## src/rtl/mem_pkg.sv

```systemverilog
// Shared encodings for the load/store sequencer: access sizes, FSM states, alignment rule.
// Latency: n/a (types and a pure function only).
// Backpressure: n/a.
package mem_pkg;

    // in_size encoding; the access width in bytes is 1 << size
    localparam logic [1:0] SIZE_B = 2'b00;
    localparam logic [1:0] SIZE_H = 2'b01;
    localparam logic [1:0] SIZE_W = 2'b10;
    localparam logic [1:0] SIZE_D = 2'b11;

    typedef enum logic [1:0] {
        ST_IDLE = 2'd0,
        ST_RD   = 2'd1,
        ST_WR   = 2'd2,
        ST_RESP = 2'd3
    } state_t;

    // An access is misaligned when the address is not a multiple of its width.
    // Only the low three address bits can matter for widths up to 8 bytes.
    function automatic logic misalign(input logic [2:0] addr_lo, input logic [1:0] size);
        logic bad;
        case (size)
            SIZE_B:  bad = 1'b0;
            SIZE_H:  bad = addr_lo[0];
            SIZE_W:  bad = |addr_lo[1:0];
            default: bad = |addr_lo[2:0];
        endcase
        return bad;
    endfunction

endpackage

```

## src/rtl/lsu_extend.sv

```systemverilog
// Extends the low 1/2/4/8 bytes of a memory word to 64 bits and exports the field byte mask.
// Latency: combinational.
// Backpressure: none.
//
// Ports:
//   size        access size (mem_pkg SIZE_*)
//   is_unsigned zero-extend instead of sign-extend (no effect for doubleword)
//   raw         memory word, accessed field right-justified
//   ext         extended load data
//   byte_mask   ones over the accessed field; the store merge uses it to splice store bytes
module lsu_extend
    import mem_pkg::*;
(
    input  logic [1:0]  size,
    input  logic        is_unsigned,
    input  logic [63:0] raw,
    output logic [63:0] ext,
    output logic [63:0] byte_mask
);

    logic sign;

    always_comb begin
        byte_mask = 64'hFFFF_FFFF_FFFF_FFFF;
        sign      = 1'b0;
        case (size)
            SIZE_B: begin
                byte_mask = 64'h0000_0000_0000_00FF;
                sign      = raw[7];
            end
            SIZE_H: begin
                byte_mask = 64'h0000_0000_0000_FFFF;
                sign      = raw[15];
            end
            SIZE_W: begin
                byte_mask = 64'h0000_0000_FFFF_FFFF;
                sign      = raw[31];
            end
            default: begin
                byte_mask = 64'hFFFF_FFFF_FFFF_FFFF;
                sign      = 1'b0;
            end
        endcase
        // Bits outside the field take the field MSB when signed, zero otherwise.
        ext = (raw & byte_mask) | ({64{sign & ~is_unsigned}} & ~byte_mask);
    end

endmodule

```

## src/rtl/mem_access_unit.sv

```systemverilog
// Load/store sequencer between the MEM stage and a 64-bit byte-addressed data memory.
// Latency: load/SD 2 cycles, SB/SH/SW 3 cycles (read-modify-write), misaligned 1 cycle.
// Backpressure: out_ready only in IDLE; requests seen while busy are dropped, not queued.
//
// Ports:
//   in_clk, in_rst        clock, synchronous active-high reset
//   in_req/out_ready      request handshake; in_we, in_size, in_unsigned, in_addr, in_wdata qualify it
//   out_valid/out_err     one-cycle completion pulse, misalign flag; out_rdata is extended load data
//   out_mem_addr/_data    registered memory address and write data
//   out_mem_wr_en         registered write strobe, high for exactly the WR cycle
//   in_mem_data           memory read data, combinational from out_mem_addr
module mem_access_unit
    import mem_pkg::*;
#(
    parameter int DATA_WIDTH = 64,
    parameter int ADDR_WIDTH = 64
) (
    input  logic                  in_clk,
    input  logic                  in_rst,
    input  logic                  in_req,
    input  logic                  in_we,
    input  logic [1:0]            in_size,
    input  logic                  in_unsigned,
    input  logic [ADDR_WIDTH-1:0] in_addr,
    input  logic [DATA_WIDTH-1:0] in_wdata,
    output logic                  out_ready,
    output logic                  out_valid,
    output logic                  out_err,
    output logic [DATA_WIDTH-1:0] out_rdata,
    output logic [ADDR_WIDTH-1:0] out_mem_addr,
    output logic [DATA_WIDTH-1:0] out_mem_data,
    output logic                  out_mem_wr_en,
    input  logic [DATA_WIDTH-1:0] in_mem_data
);

    state_t                state;
    logic                  lat_we;
    logic                  lat_uns;
    logic [1:0]            lat_size;
    logic [DATA_WIDTH-1:0] lat_wdata;

    logic                  accept;
    logic                  acc_mis;
    logic                  acc_sd;
    logic [DATA_WIDTH-1:0] ext_data;
    logic [DATA_WIDTH-1:0] byte_mask;
    logic [DATA_WIDTH-1:0] merged;

    assign out_ready = (state == ST_IDLE);
    assign accept    = in_req && out_ready;
    assign acc_mis   = misalign(in_addr[2:0], in_size);
    // A full doubleword store overwrites all 8 bytes, so it needs no read first.
    assign acc_sd    = in_we && (in_size == SIZE_D);

    lsu_extend u_extend (
        .size        (lat_size),
        .is_unsigned (lat_uns),
        .raw         (in_mem_data),
        .ext         (ext_data),
        .byte_mask   (byte_mask)
    );

    // The memory always writes 8 bytes, so a narrow store keeps the bytes it just read
    // and replaces only the accessed field with the low bytes of the store data.
    assign merged = (in_mem_data & ~byte_mask) | (lat_wdata & byte_mask);

    // Control FSM; valid, err and wr_en are registered so each is a clean one-cycle pulse.
    always_ff @(posedge in_clk) begin
        if (in_rst) begin
            state         <= ST_IDLE;
            out_valid     <= 1'b0;
            out_err       <= 1'b0;
            out_mem_wr_en <= 1'b0;
        end else begin
            out_valid     <= 1'b0;
            out_err       <= 1'b0;
            out_mem_wr_en <= 1'b0;
            case (state)
                ST_IDLE: begin
                    if (accept) begin
                        if (acc_mis) begin
                            state     <= ST_RESP;
                            out_valid <= 1'b1;
                            out_err   <= 1'b1;
                        end else if (acc_sd) begin
                            state         <= ST_WR;
                            out_mem_wr_en <= 1'b1;
                        end else begin
                            state <= ST_RD;
                        end
                    end
                end
                ST_RD: begin
                    if (lat_we) begin
                        state         <= ST_WR;
                        out_mem_wr_en <= 1'b1;
                    end else begin
                        state     <= ST_RESP;
                        out_valid <= 1'b1;
                    end
                end
                ST_WR: begin
                    state     <= ST_RESP;
                    out_valid <= 1'b1;
                end
                ST_RESP: begin
                    state <= ST_IDLE;
                end
                default: begin
                    state <= ST_IDLE;
                end
            endcase
        end
    end

    // Datapath: request latches, memory address/data and load result.
    always_ff @(posedge in_clk) begin
        if (in_rst) begin
            lat_we       <= 1'b0;
            lat_uns      <= 1'b0;
            lat_size     <= SIZE_B;
            lat_wdata    <= '0;
            out_mem_addr <= '0;
            out_mem_data <= '0;
            out_rdata    <= '0;
        end else begin
            if (accept) begin
                lat_we       <= in_we;
                lat_uns      <= in_unsigned;
                lat_size     <= in_size;
                lat_wdata    <= in_wdata;
                out_mem_addr <= in_addr;
                // Stores and errors report zero; a load overwrites this in RD.
                out_rdata    <= '0;
                if (acc_sd && !acc_mis) begin
                    out_mem_data <= in_wdata;
                end
            end
            if (state == ST_RD) begin
                if (lat_we) begin
                    out_mem_data <= merged;
                end else begin
                    out_rdata <= ext_data;
                end
            end
        end
    end

endmodule

```

## config.mk

```make
export PLATFORM = sky130hd
export DESIGN_NAME = mem_access_unit
export DESIGN_NICKNAME = d
export VERILOG_FILES = /design/src/rtl/mem_pkg.sv /design/src/rtl/lsu_extend.sv /design/src/rtl/mem_access_unit.sv
export SDC_FILE = /design/constraint.sdc
export NUM_CORES = 1
export LEC_CHECK = 0
export ABC_CLOCK_PERIOD_IN_PS = 3900
export CAP_MARGIN = 20
export CORE_MARGIN = 5
export CORE_UTILIZATION = 48
export CTS_CLUSTER_DIAMETER = 150
export DETAILED_ROUTE_END_ITERATION = 6
export PLACE_DENSITY_LB_ADDON = 0.25
export SYNTH_ARGS = -nofsm -noshare
export SYNTH_HDL_FRONTEND = slang
export SYNTH_SLANG_ARGS = --single-unit
```

## constraint.sdc

```tcl
create_clock -name in_clk -period 3.9 [get_ports in_clk]
set_input_delay 0.78 -clock in_clk [delete_from_list [all_inputs] [get_ports in_clk]]
set_output_delay 0.78 -clock in_clk [all_outputs]
set_load 0.1 [all_outputs]
```

# Word level (Yosys, flattened, before mapping)
# Index checks and enable logic that the tools add are counted.
dict set report classes {
  eq_ne 9
  n_mux 24
  bitwise 10
  reduce_logical 10
}
# op n
set op_table {}
lappend op_table {{two-way mux 64 bit} 7}
lappend op_table {{AND 64 bit} 4}
lappend op_table {{case mux 64 bit (3 select lines)} 1}
lappend op_table {{bitwise OR 64 bit} 2}
lappend op_table {{NOT 64 bit} 1}
lappend op_table {{== test 2 bit, second input constant} 5}
lappend op_table {{case mux 1 bit (3 select lines)} 3}
lappend op_table {{two-way mux 1 bit} 8}
lappend op_table {{case mux 2 bit (4 select lines)} 1}
lappend op_table {{== test 2 x 1 -> 1 bit, second input constant} 3}
lappend op_table {{logical NOT 2 bit} 3}
lappend op_table {{two-way mux 2 bit} 3}
lappend op_table {{OR reduction 2 bit} 2}
lappend op_table {{logical AND 1 bit} 3}
lappend op_table {{OR reduction 3 bit} 1}
lappend op_table {{inequality test 2 x 1 -> 1 bit, second input constant} 1}
lappend op_table {{NOT 1 bit} 2}
lappend op_table {{case mux 1 bit (2 select lines)} 1}
lappend op_table {{AND 1 bit} 1}
lappend op_table {{logical NOT 1 bit} 1}
dict set report word_totals {
  ff_bits 265
  inputBits 199
  output_inout_bits 196
}

# Logic depth before layout (Yosys ltp)
dict set report depth {
  depth_word 8
  ltp_mapped 9
}

# Modules after synthesis
# Synthesis repeated with hierarchy kept, for this count alone.
dict set report hier_totals {
  cells_unflattened 1557
  hier_area_um2 12368.1
}
# module instances cells_per_inst area_per_inst_um2
set modules_own_cells {}
lappend modules_own_cells {mem_access_unit 1 1339 11021.8}
lappend modules_own_cells {lsu_extend 1 218 1346.3}

# Worst setup path after synthesis
# OpenSTA, ideal clock, no wires.
dict set report synth_timing {
  kind {register to register}
  from {register state[0]}
  to {register out_mem_data[13]}
  setup_time_ns 0.122
  arrival_time_ns 2.558
  required_ns 3.778
  path_slack_ns 1.220
  path_stages_with_launch 9
  period_less_slack_ns 2.680
  cell_sequence {dfxtp_1 -> inv_1 -> ha_1 -> nand2_1 -> buf_2 -> nor4_4 -> nor2_1 -> buf_2 -> a221o_1}
}
dict set report synth_via {
  elab_chain_len 5
  elab_cells_between_ends 6
  classes_between {eq/ne: 1; mux: 3; reduce/logical: 2}
}
# element line_no
set synth_rtl {}
lappend synth_rtl {{start, declared} mem_access_unit.sv:36} ;# state_t state;
lappend synth_rtl {{start signal, assigned} mem_access_unit.sv:70} ;# state <= ST_IDLE;
lappend synth_rtl {{start signal, assigned} mem_access_unit.sv:82} ;# state <= ST_RESP;
lappend synth_rtl {{start signal, assigned} mem_access_unit.sv:86} ;# state <= ST_WR;
lappend synth_rtl {{logical NOT 2 bit (*)} mem_access_unit.sv:49} ;# assign out_ready = (state == ST_IDLE);
lappend synth_rtl {{net out_ready} mem_access_unit.sv:26} ;# output logic out_ready,
lappend synth_rtl {{logical AND 1 bit (*)} mem_access_unit.sv:50} ;# assign accept = in_req && out_ready;
lappend synth_rtl {{two-way mux 64 bit (*)} mem_access_unit.sv:127} ;# if (accept) begin
lappend synth_rtl {{two-way mux 64 bit} mem_access_unit.sv:140} ;# if (lat_we) begin
lappend synth_rtl {{two-way mux 64 bit (*)} mem_access_unit.sv:139} ;# if (state == ST_RD) begin
lappend synth_rtl {{end signal, assigned} mem_access_unit.sv:136} ;# out_mem_data <= in_wdata;
lappend synth_rtl {{end signal, assigned} mem_access_unit.sv:141} ;# out_mem_data <= merged;
lappend synth_rtl {{end, declared} mem_access_unit.sv:31} ;# output logic [DATA_WIDTH-1:0] out_mem_data,
# The timed path passes the listed nets; every way through them passes the cells marked *.
# A chain may end at the register's enable or synchronous reset.

# Worst setup path in the final report
dict set report layout_timing {
  from {register out_mem_data[11]}
  to {output port out_mem_data[11]}
}
# No word-level cell between the ends.

==> qor.csv <==
metric,value,unit
io_pins,395,
cts_hold_buf,0,
drive_above_1_share,0.0472,
pwr-share-clk,0.213,
critPathMaxStageDelay,1.22,ns
synth-edff-count,0,
path_max_fanout,2,
start_kind,flop,
crit_chain,clkdlybuf4s50_1,
p_int,6230,µW
die_h,159,µm
syn_area,10600,µm²
synth_top_area_cell,dfxtp_1,
post-cts-setup-buffers,0,
avgSynthCellArea,7.96,µm²
fill_cells,1679,
clock_latency,0.54,ns
synth_area_leaders,"dfxtp_1 (50%), nand2_1 (15%), a21oi_1 (11%)",
status,"complete, no violations",
dr.pass1.iters,5,
cp-end-kind,primary output,
grt_max_degree,150,
wl_met3,3480,µm
dp_hpwl,25200,µm
max_cap_violations,0,
synth_cells,1331,
synth.distinct_cells,35,
critPathArrivalTime,2.11,ns
irDropWorstVdd,0.604,mV
reg2reg_from,state[1],
cts.sinks,265,
seqCellArea,5310,µm²
synth-seq-cells,265,
post-route-util,0.714,
yosys.area.top_type_share,0.501,
setup_viol,0,
clkTransAtPathRegs,0.06,ns
post_drt_wl_per_cell,19.1,µm
cp-startpoint,out_mem_data[11],
crit_slowest_cell,clkdlybuf4s50_1,
p_sw_frac,0.489,
finalHoldViolations,0,
cp-endpoint,out_mem_data[11],
p_comb_frac,0.495,
drc_errors,0,
cts_tree,built,
cpLargestDelayFamily,buffers and inverters,
dieWidth,159,µm
powerDensity,786,nW/µm²
nets,1855,
ant_nets,0,
fin_worst_skew,0.0162,ns
power.switching,5970,µW
core_area,21800,µm²
top_layer_used,met4,
relSlewSlack,0.271,
synthArstFlopShare,0,
rrSetupSlack,1.34,ns
required,3.12,ns
tightest_slew,1.09,ns
antenna_found_initial,1,
yosysWarnings,0,
reg2reg_depth,8,
cts-root-buf,clkbuf_16,
dieArea,25200,µm²
cts_buffer_depth,3,
multi_input_area,4820,µm²
cp_num_buf_inv,1,
cts-resized-gates,0,
rsz0062_at_grt,no,
fp-row-count,54,
htree_levels,1,
viasPerCell,5.67,
finalWirelength,37300,µm
overflow,0,
gp_congestion,0.860,
first_global_vias,10500,
reg2reg_to,out_mem_data[38],
dr_wl_met2,17800,µm
initial_utilization,0.487,
grt_usage,0.278,
synth_ff_type,dfxtp_1,
grt_pass1_wl,56500,µm
path_class,flop to primary output,
synth_nets,1535,
port_buffers,394,
routed-via-count,11100,
final_common_cell,nand2_1,
post-route-min-period,2.89,ns
finalCritPeriodShare,0.742,
fin_setup_tns,0,ns
leakagePower,0.00561,µW
cts_buffers,29,
crit_cells,1,
syn_to_final_growth,46.5,%
slew_viol_final,0,
worstHoldPathType,flop to flop,
drtIter0Drc,752,
synth-seq-area-share,0.501,
final_cells,1953,
met1_length,14200,µm
dp_cells,1900,
seqPwrFrac,0.291,
max_freq,0.346,GHz
hold_depth,2,
layout_common_cells,"nand2_1 (427), clkdlybuf4s50_1 (392), dfxtp_1 (264), a21oi_1 (237), a211oi_1 (66)",
==> metal layers <==
metal / up-vias / global-route usage
li1: 5239 / -
met1: 5191 / 0.344
met2: 535 / 0.464
met3: 99 / 0.0680
met4: 0 / 0.117
met5: - / 0
==> Yosys cell counts (2+ instances only) <==
| library cell | n |
|---|---|
| a211oi_1 | 66 |
| a21oi_1 | 237 |
| a221o_1 | 24 |
| a22oi_1 | 8 |
| a311oi_1 | 40 |
| and2_1 | 3 |
| and3_1 | 39 |
| buf_1 | 7 |
| buf_2 | 18 |
| clkbuf_1 | 100 |
| dfxtp_1 | 265 |
| ha_1 | 5 |
| inv_1 | 3 |
| nand2_1 | 429 |
| nor2_1 | 22 |
| nor2b_1 | 18 |
| nor3_1 | 27 |
| o21ai_0 | 2 |
| or2_2 | 2 |
==> power groups by stage <==
stage	registers (µW)	logic, µW	clock network [µW]
after floorplan	6450	1600	0
after global placement	3580	5980	0
after detailed placement	3610	6040	0
after CTS	3550	6060	2640
after global routing	3620	6330	2750
final	3560	6040	2610
==> per-stage QoR <==
stage | hold WS [ns] | cell area (µm²) | setup slack, ns | total power, µW
finish | 0.451 | 15500 | 1.01 | 12200
global route | 0.464 | 15500 | 0.981 | 12700
CTS | 0.451 | 15500 | 1.01 | 12300
detailed placement | 0.443 | 14600 | 0.674 | 9640
global placement | 0.437 | 14600 | 0.730 | 9560
floorplan | 0.432 | 10600 | 1.22 | 8050
==> state kept, by name, indices dropped and copies added, names as in the netlist, 2 cells and up <==
register      cells
lat_wdata        64
out_mem_addr     64
out_mem_data     64
out_rdata        64
lat_size          2
state             2
==> kinds of logic after synthesis <==
family / after synthesis / share of synthesized area
buffers and inverters: 128 / 0.0475
adder cells (fa/ha/maj): 5 / 0.00590
flip-flops: 265 / 0.501
AO/OA/AOI/OAI: 385 / 0.229
AND/OR/NAND/NOR: 547 / 0.216
multiplexers: 1 / 0.000945
==> layout make-up <==
type	count	area share
inverters	3	0.000725
clock buffers	45	0.0558
repair buffers	414	0.266
clock inverters	7	0.00274
flip-flops and latches	265	0.342
well taps	280	0.0226
multi-input cells	938	0.310
diodes	1	0.000161
==> worst min path at each step <==
stage,from,slack [ns],to
after floorplan,lat_wdata[9],0.43,lat_wdata[9]
after global placement,lat_wdata[62],0.44,lat_wdata[62]
after detailed placement,lat_wdata[63],0.44,lat_wdata[63]
after CTS,lat_wdata[63],0.45,lat_wdata[63]
after global routing,lat_wdata[63],0.46,lat_wdata[63]
final,lat_wdata[60],0.45,lat_wdata[60]
(Power assumes the default switching activity.)
